<file path="config.mk">
export PLATFORM = sky130hd
export DESIGN_NAME = ifmap_fetch
export DESIGN_NICKNAME = d
export VERILOG_FILES = /design/src/rtl/ifmap_fetch_pkg.sv /design/src/rtl/ifmap_fetch_vec.sv /design/src/rtl/ifmap_fetch.sv
export SDC_FILE = /design/constraint.sdc
export NUM_CORES = 1
export LEC_CHECK = 0
export CAP_MARGIN = 20
export CORE_MARGIN = 2
export CORE_UTILIZATION = 52
export DETAILED_ROUTE_END_ITERATION = 8
export PLACE_DENSITY = 0.8
export SLEW_MARGIN = 20
export SYNTH_ARGS = -nofsm -noshare
export SYNTH_HDL_FRONTEND = slang
export SYNTH_SLANG_ARGS = --single-unit
</file>
<file path="constraint.sdc">
create_clock -name clk -period 8.1 [get_ports clk]
set_input_delay 2.43 -clock clk [delete_from_list [all_inputs] [get_ports clk]]
set_output_delay 2.43 -clock clk [all_outputs]
set_load 0.01 [all_outputs]
</file>
<file path="src/rtl/ifmap_fetch_pkg.sv">
// Shared FSM state encoding and data width for the ifmap fetch block.
package ifmap_fetch_pkg;
   localparam int DATA_BITS = 8;

   typedef enum logic [1:0] {
      IDLE  = 2'd0,
      FETCH = 2'd1,
      DRAIN = 2'd2,
      DONE  = 2'd3
   } state_t;
endpackage

</file>
<file path="src/rtl/ifmap_fetch_vec.sv">
// Two-entry vector FIFO: registered write, head visible the cycle after push.
// Push and pop in the same cycle are allowed; a push into a full FIFO without a pop is dropped.
module vec_fifo
   import ifmap_fetch_pkg::*;
#(
   parameter int INPUTS_MAC = 6
) (
   input  logic                                  clk,
   input  logic                                  rst,
   input  logic                                  push,
   input  logic [INPUTS_MAC-1:0][DATA_BITS-1:0]  push_data,
   input  logic                                  pop,
   output logic [INPUTS_MAC-1:0][DATA_BITS-1:0]  head,
   output logic                                  not_empty,
   output logic [1:0]                            count
);
   logic [INPUTS_MAC-1:0][DATA_BITS-1:0] mem [2];
   logic rd_ptr;
   logic wr_ptr;
   logic do_push;
   logic do_pop;

   assign do_pop    = pop && (count != 2'd0);
   assign do_push   = push && ((count != 2'd2) || do_pop);
   assign not_empty = (count != 2'd0);
   assign head      = not_empty ? mem[rd_ptr] : '0;

   always_ff @(posedge clk or negedge rst) begin
      if (!rst) begin
         mem[0] <= '0;
         mem[1] <= '0;
         rd_ptr <= 1'b0;
         wr_ptr <= 1'b0;
         count  <= 2'd0;
      end else begin
         if (do_push) begin
            mem[wr_ptr] <= push_data;
            wr_ptr      <= ~wr_ptr;
         end
         if (do_pop) begin
            rd_ptr <= ~rd_ptr;
         end
         count <= count + {1'b0, do_push} - {1'b0, do_pop};
      end
   end
endmodule

</file>
<file path="src/rtl/ifmap_fetch.sv">
// Streams num_beats ifmap vectors to the MAC array; first vector 2 cycles after start.
// At most two beats are buffered or in flight; vec_ready low stalls address issue.
module ifmap_fetch
   import ifmap_fetch_pkg::*;
#(
   parameter int ADDRESS_BITS = 8,
   parameter int INPUTS_MAC   = 6,
   parameter int LEN_BITS     = 8
) (
   input  logic                                    clk,
   input  logic                                    rst,
   input  logic                                    start,
   input  logic [ADDRESS_BITS-1:0]                 base_addr,
   input  logic [LEN_BITS-1:0]                     num_beats,
   output logic [INPUTS_MAC-1:0][ADDRESS_BITS-1:0] if_address,
   input  logic [INPUTS_MAC-1:0][DATA_BITS-1:0]    ifmap_r,
   output logic [INPUTS_MAC-1:0][DATA_BITS-1:0]    vec_data,
   output logic                                    vec_valid,
   input  logic                                    vec_ready,
   output logic                                    busy,
   output logic                                    done
);
   state_t state_q;
   state_t state_d;

   logic [ADDRESS_BITS-1:0]                 next_addr_q;
   logic [ADDRESS_BITS-1:0]                 issue_base;
   logic [INPUTS_MAC-1:0][ADDRESS_BITS-1:0] addr_hold_q;
   logic [INPUTS_MAC-1:0][ADDRESS_BITS-1:0] beat_addr;
   logic [LEN_BITS-1:0]                     beats_q;
   logic [LEN_BITS-1:0]                     issued_q;
   logic [LEN_BITS-1:0]                     delivered_q;
   logic                                    inflight_q;
   logic [1:0]                              fifo_count;
   logic [2:0]                              occ;
   logic                                    issue;
   logic                                    pop;
   logic                                    last_issue;
   logic                                    last_pop;

   vec_fifo #(
      .INPUTS_MAC(INPUTS_MAC)
   ) u_fifo (
      .clk       (clk),
      .rst       (rst),
      .push      (inflight_q),
      .push_data (ifmap_r),
      .pop       (pop),
      .head      (vec_data),
      .not_empty (vec_valid),
      .count     (fifo_count)
   );

   assign pop        = vec_valid && vec_ready;
   // Occupancy after this cycle's pop, so a streaming consumer never sees a bubble.
   assign occ        = {1'b0, fifo_count} + {2'b0, inflight_q} - {2'b0, pop};
   assign last_issue = (issued_q == beats_q - LEN_BITS'(1));
   assign last_pop   = pop && (delivered_q == beats_q - LEN_BITS'(1));
   // Beat 0 issues straight from the start inputs to meet the 2-cycle first-vector latency.
   assign issue_base = (state_q == IDLE) ? base_addr : next_addr_q;
   assign if_address = issue ? beat_addr : addr_hold_q;

   always_comb begin
      beat_addr = '0;
      for (int i = 0; i < INPUTS_MAC; i++) begin
         beat_addr[i] = issue_base + ADDRESS_BITS'(i);
      end
   end

   always_comb begin
      state_d = state_q;
      issue   = 1'b0;
      busy    = 1'b0;
      done    = 1'b0;
      case (state_q)
         IDLE: begin
            if (start) begin
               if (num_beats == '0) begin
                  state_d = DONE;
               end else begin
                  issue   = 1'b1;
                  state_d = (num_beats == LEN_BITS'(1)) ? DRAIN : FETCH;
               end
            end
         end
         FETCH: begin
            busy = 1'b1;
            if (occ < 3'd2) begin
               issue = 1'b1;
               if (last_issue) begin
                  state_d = DRAIN;
               end
            end
         end
         DRAIN: begin
            busy = 1'b1;
            if (last_pop) begin
               state_d = DONE;
            end
         end
         DONE: begin
            done    = 1'b1;
            state_d = IDLE;
         end
         default: state_d = IDLE;
      endcase
   end

   always_ff @(posedge clk or negedge rst) begin
      if (!rst) begin
         state_q     <= IDLE;
         next_addr_q <= '0;
         addr_hold_q <= '0;
         beats_q     <= '0;
         issued_q    <= '0;
         delivered_q <= '0;
         inflight_q  <= 1'b0;
      end else begin
         state_q    <= state_d;
         inflight_q <= issue;
         if (issue) begin
            addr_hold_q <= beat_addr;
            next_addr_q <= issue_base + ADDRESS_BITS'(INPUTS_MAC);
            issued_q    <= (state_q == IDLE) ? LEN_BITS'(1) : issued_q + LEN_BITS'(1);
         end
         if ((state_q == IDLE) && start) begin
            beats_q     <= num_beats;
            delivered_q <= '0;
         end else if (pop) begin
            delivered_q <= delivered_q + LEN_BITS'(1);
         end
      end
   end
endmodule

</file>
After elaboration in Yosys (flattened, before gate mapping)
Index checks and enable logic that the tools add are counted.
{"block": "op_classes", "n_addsub": 13, "magnitude_cmp": 4, "eq_ne": 11, "muxes": 25, "n_bitwise": 4, "reduce_logical": 13}
{"op": "2-to-1 mux 48 bit", "n": 6}
{"op": "bitwise mux 96 bit", "n": 1}
{"op": "demux 48 bit (select 1 bit)", "n": 1}
{"op": "2-to-1 mux 8 bit", "n": 4}
{"op": "adder 8 x 1 -> 8 bit (second input constant)", "n": 3}
{"op": "adder 8 x 3 -> 8 bit (second input constant)", "n": 3}
{"op": "adder 8 x 2 -> 8 bit (second input constant)", "n": 2}
{"op": "equality test 8 bit", "n": 2}
{"op": "2-to-1 mux 2 bit", "n": 6}
{"op": "!= test 2 bit (second input constant)", "n": 5}
{"op": "equality test 8 x 1 -> 1 bit (second input constant)", "n": 1}
{"op": "logical NOT 8 bit", "n": 1}
{"op": "case mux 2 bit (4 select lines)", "n": 1}
{"op": "subtractor 8 x 1 -> 8 bit (second input constant)", "n": 1}
{"op": "logical AND 1 bit", "n": 6}
{"op": "2-to-1 mux 1 bit", "n": 5}
{"op": "equality test 2 bit (second input constant)", "n": 2}
{"op": ">= comparator 2 bit (second input constant)", "n": 2}
{"op": "NOT 1 -> 2 bit", "n": 2}
{"op": "AND reduction 4 bit", "n": 1}
{"op": "nonzero test 2 bit", "n": 2}
{"op": "adder 2 x 1 -> 3 bit", "n": 1}
{"op": "< comparator 3 x 2 -> 1 bit (second input constant)", "n": 1}
{"op": "subtractor 3 x 1 -> 3 bit", "n": 1}
{"op": "other kinds (9)", "n": 10}
{"block": "totals", "register_bits": 183, "inputBits": 68, "wordCells": 97}

Logic depth before layout (Yosys ltp)
{"block": "depth", "ltp_word": 7, "mapped_depth": 16, "mapped_depth_nobuf": 15}

Modules after synthesis
Synthesis repeated with hierarchy kept, for this count alone.
{"block": "hier_totals", "hier_cells": 806, "area_unflattened_um2": 9125.0}
{"module": "vec_fifo", "n_inst": 1, "cells_each": 327, "area_per_inst_um2": 4642.0, "seq_area_each_um2": 2502.4}
{"module": "ifmap_fetch", "n_inst": 1, "cells_each": 479, "area_per_inst_um2": 4483.0, "seq_area_each_um2": 2077.0}

Worst setup path before layout
No wires, ideal clock.
{"block": "synth_timing", "path_kind": "input-to-output", "from": "input port vec_ready", "to": "output port if_address[34] (netlist name)", "arrival_time_ps": 4796, "setup_slack_ps": 874, "stages": 12, "path_cell_list": "nand2_1 > clkinv_1 > ha_1 > nor2b_1 > fa_1 > nor2_1 > nand2_1 > o21a_1 > buf_2 > clkbuf_1 > clkbuf_1 > o21ai_0"}
{"element": "start: declaration", "line_no": "ifmap_fetch.sv:19", "text": "input logic vec_ready,"}
{"element": "end: declaration", "line_no": "ifmap_fetch.sv:15", "text": "output logic [INPUTS_MAC-1:0][ADDRESS_BITS-1:0] if_address,"}

==> impl_metrics.py <==
metrics = {
    "placement": {
        "portBuffers": 166,
        "dp_hpwl_mm": 12.8,
        "gp_congestion": 0.796,
    },
    "synth": {
        "synth_sequential_area_ratio_pct": 52.8,
        "synthTopCellsByArea": "dfrtp_1, mux2_2, mux2i_1",
        "synth_top_area_share_pct": 52.8,
        "synth_common_cells": "dfrtp_1, nor2_1, mux2_2, nand2_1, mux2i_1",
        "syn_area_per_cell_um2": 11.1,
        "ys_ff_latch": 183,
        "synth_most_common_cell": "dfrtp_1",
        "synth_edf_count": 0,
        "ys_types": 41,
        "synth_area_mm2": 0.00867,
        "postSynthCellCount": 783,
        "synth_nets": 871,
        "async_flop_share_pct": 100,
        "synth_top_area_cell": "dfrtp_1",
        "synth_ff_type": "dfrtp_1",
        "yosysWarnings": 0,
    },
    "global_routing": {
        "antenna_found_initial": 1,
        "globalRouteOverflowTotal": 0,
        "grt_first_pass_wirelength_mm": 31.3,
        "track_usage_pct": 22.0,
        "grt_max_degree": 72,
        "grt_pass1_vias": 6375,
    },
    "routing": {
        "postRouteWirelength_mm": 18.7,
        "drtPass1Iterations": 4,
        "vias": 6186,
        "postRouteAntennaNets": 0,
        "drc": 0,
        "wl_per_cell_um": 15.9,
        "drt-initial-drc-count": 327,
        "detail_route.vias_per_cell": 5.25,
    },
    "power": {
        "swShare_pct": 38.1,
        "leakage_nw": 5.03,
        "max-vdd-ir-drop_mv": 0.426,
        "power_density_mw_per_mm2": 500,
        "p_comb_share_pct": 56.6,
        "power_mw": 5.63,
        "power_frac_clock_pct": 14.4,
        "p_int_mw": 3.48,
        "seq_power_share_pct": 28.9,
        "p_sw_mw": 2.15,
    },
    "timing": {
        "rsz0062_at_grt": "false",
        "post-route-min-period_ns": 7.88,
        "finalSetupViolCount": 0,
        "timing_max_transition_violations_final": 0,
        "skew_ns": 0.00910,
        "hold_viol_final": 0,
        "hold_slack_ns": 0.475,
        "tns_ns": 0,
        "tightest_slew_ns": 0.870,
        "fmax_mhz": 127,
        "max_slew_margin_pct": 42.0,
        "fin_crit_sh_pct": 97.3,
    },
    "setup_path": {
        "critical_path_class": "in -> out",
        "start_kind": "input pin",
        "critical_path.slowest_cell": "clkdlybuf4s50_1",
        "required_ns": 5.67,
        "crit_chain": "clkdlybuf4s50_1 > nand2_1 > clkinv_1 > ha_1 > nor2b_1 > fa_1 > nor2_1 > nand2_1 > o21a_2 > inv_2 > buf_12 > nor2_1 > a21oi_1 > clkdlybuf4s50_1",
        "arrival_ns": 5.45,
        "crit_path_max_fanout": 38,
        "slowest_delay_ns": 0.58,
        "setup.worst_path.end_class": "output port",
    },
    "die": {
        "fp.dieW_um": 133,
        "die_h_um": 133,
        "coreArea_mm2": 0.0165,
        "io_pins": 167,
        "initial_core_util_pct": 52.7,
        "fp-row-count": 47,
        "die_area_mm2": 0.0177,
    },
    "clock_tree": {
        "clk_pin_slew_ns": 0.06,
        "clkLatencyLatePin_ns": 0.43,
        "cts.sinks": 183,
        "cts_tree": "built",
        "cts_setup_buffers": 0,
        "htreeDepth": 4,
        "cts-buffers-inserted": 17,
        "cts_root_buf": "clkbuf_16",
        "clk_path_buf_depth": 2,
    },
    "min_path": {
        "hold_path.class": "reg -> reg",
    },
    "final_layout": {
        "nNetsFinal": 1033,
        "area_delta_synth_final_pct": 29.8,
        "drive_gt1_share_pct": 16.5,
    },
    "job": {
        "drv_cap": 0,
    },
    "run_status": {
        "status": "finished, final reports clean",
    },
}
worst paths after layout:
| path | start | cells after the start | end | slack, ns |
|---|---|---|---|---|
| min in group asynchronous | rst | 1 | u_fifo.mem[90] | 1.94 |
| setup reg to reg | u_fifo.count[1] | 13 | state_q[1] | 5.08 |
| max in group asynchronous | rst | 2 | u_fifo.rd_ptr | 4.83 |
| hold / removal | next_addr_q[4] | 2 | next_addr_q[4] | 0.47 |
| setup / recovery | vec_ready | 14 | if_address[19] | 0.22 |
| hold reg to reg | next_addr_q[4] | 2 | next_addr_q[4] | 0.47 |
state kept, by name, summed over array words and instances (netlist names):
register,count
delivered_q,8
addr_hold_q,48
state_q,2
u_fifo.rd_ptr,1
u_fifo.mem,96
inflight_q,1
next_addr_q,8
beats_q,8
u_fifo.count,2
u_fifo.wr_ptr,1
issued_q,8
worst max-delay path, delay by kind of cell:
kind / cells / cell delay (ns)
AO/OA/AOI/OAI: 2 / 0.34
AND/OR/NAND/NOR: 5 / 0.53
adder cells (fa/ha/maj): 2 / 0.71
buffers and inverters: 5 / 1.41
layout by cell type (no fill, tap or decap), types with 2 or more instances in the layout:
master,instances
xor2_1,30
nor4_1,4
clkdlybuf4s50_1,157
a21o_1,5
nand2_1,64
or4_1,2
a21oi_1,40
ha_1,19
mux2i_1,57
and3_1,3
nand4_1,3
o21a_1,2
clkinv_4,4
nor2_1,112
clkinv_2,2
inv_6,5
clkbuf_16,17
inv_8,2
nand2b_1,2
dfrtp_1,182
dlymetal6s2s_1,8
o21ai_0,23
nor2b_1,3
nor3_1,10
buf_12,3
inv_1,14
mux2_2,98
nand3_1,12
buf_4,17
xnor2_1,33
cells by family (layout without fill, tap and decap cells):
logic type      after synthesis  in the layout  share of synthesized area [%]
compound gates               78             78                           5.02
xor+xnor                     63             63                           6.36
fa+ha+maj                    20             20                           2.97
buf+inv                      59            234                           2.58
flops                       183            183                           52.8
mux                         155            155                           19.3
other cells                   0              1                              0
simple gates                225            225                           11.0
routing by layer:
layer / GRT usage [%] / vias up / share of wire (%)
li1: - / 2983 / -
met1: 29.0 / 3045 / 45
met2: 35.1 / 132 / 47
met3: 6.66 / 26 / 5.7
met4: 7.51 / 0 / 1.9
met5: 0 / - / 0
final cells by class:
class / count / area, um^2
fill: 1228 / 5210
sequential: 183 / 4580
multi-input combinational: 541 / 3890
timing repair buffer: 186 / 1870
clock buffer: 18 / 439
tap: 220 / 275
clock inverter: 14 / 141
inverter: 16 / 60.1
antenna: 1 / 2.50
through the flow:
stage / area (um^2) / setup WS [ns] / cells / util (%)
floorplan: 8670 / 0.874 / 783 / -
global placement: 10700 / 0.219 / 1146 / 64.7
detailed placement: 10700 / 0.169 / 1146 / 64.7
CTS: 11200 / 0.156 / 1178 / 68.2
global route: 11300 / 0.00408 / 1179 / 68.4
finish: 11300 / 0.221 / 1179 / 68.4
power by group through the flow:
stage / registers (mW) / clock network, mW / logic, mW
2_1_floorplan: 1.55 / 0 / 1.89
3_3_place_gp: 1.62 / 0 / 3.16
3_5_place_dp: 1.65 / 0 / 3.21
4_1_cts: 1.63 / 0.832 / 3.24
5_1_grt: 1.68 / 0.868 / 3.48
6_report: 1.63 / 0.813 / 3.19
repair_timing:
item	in CTS	in global routing
hold buffers	0	0
endpoints found under the setup margin	0	29
gates resized for setup	0	9
(Power assumes the default switching activity.)
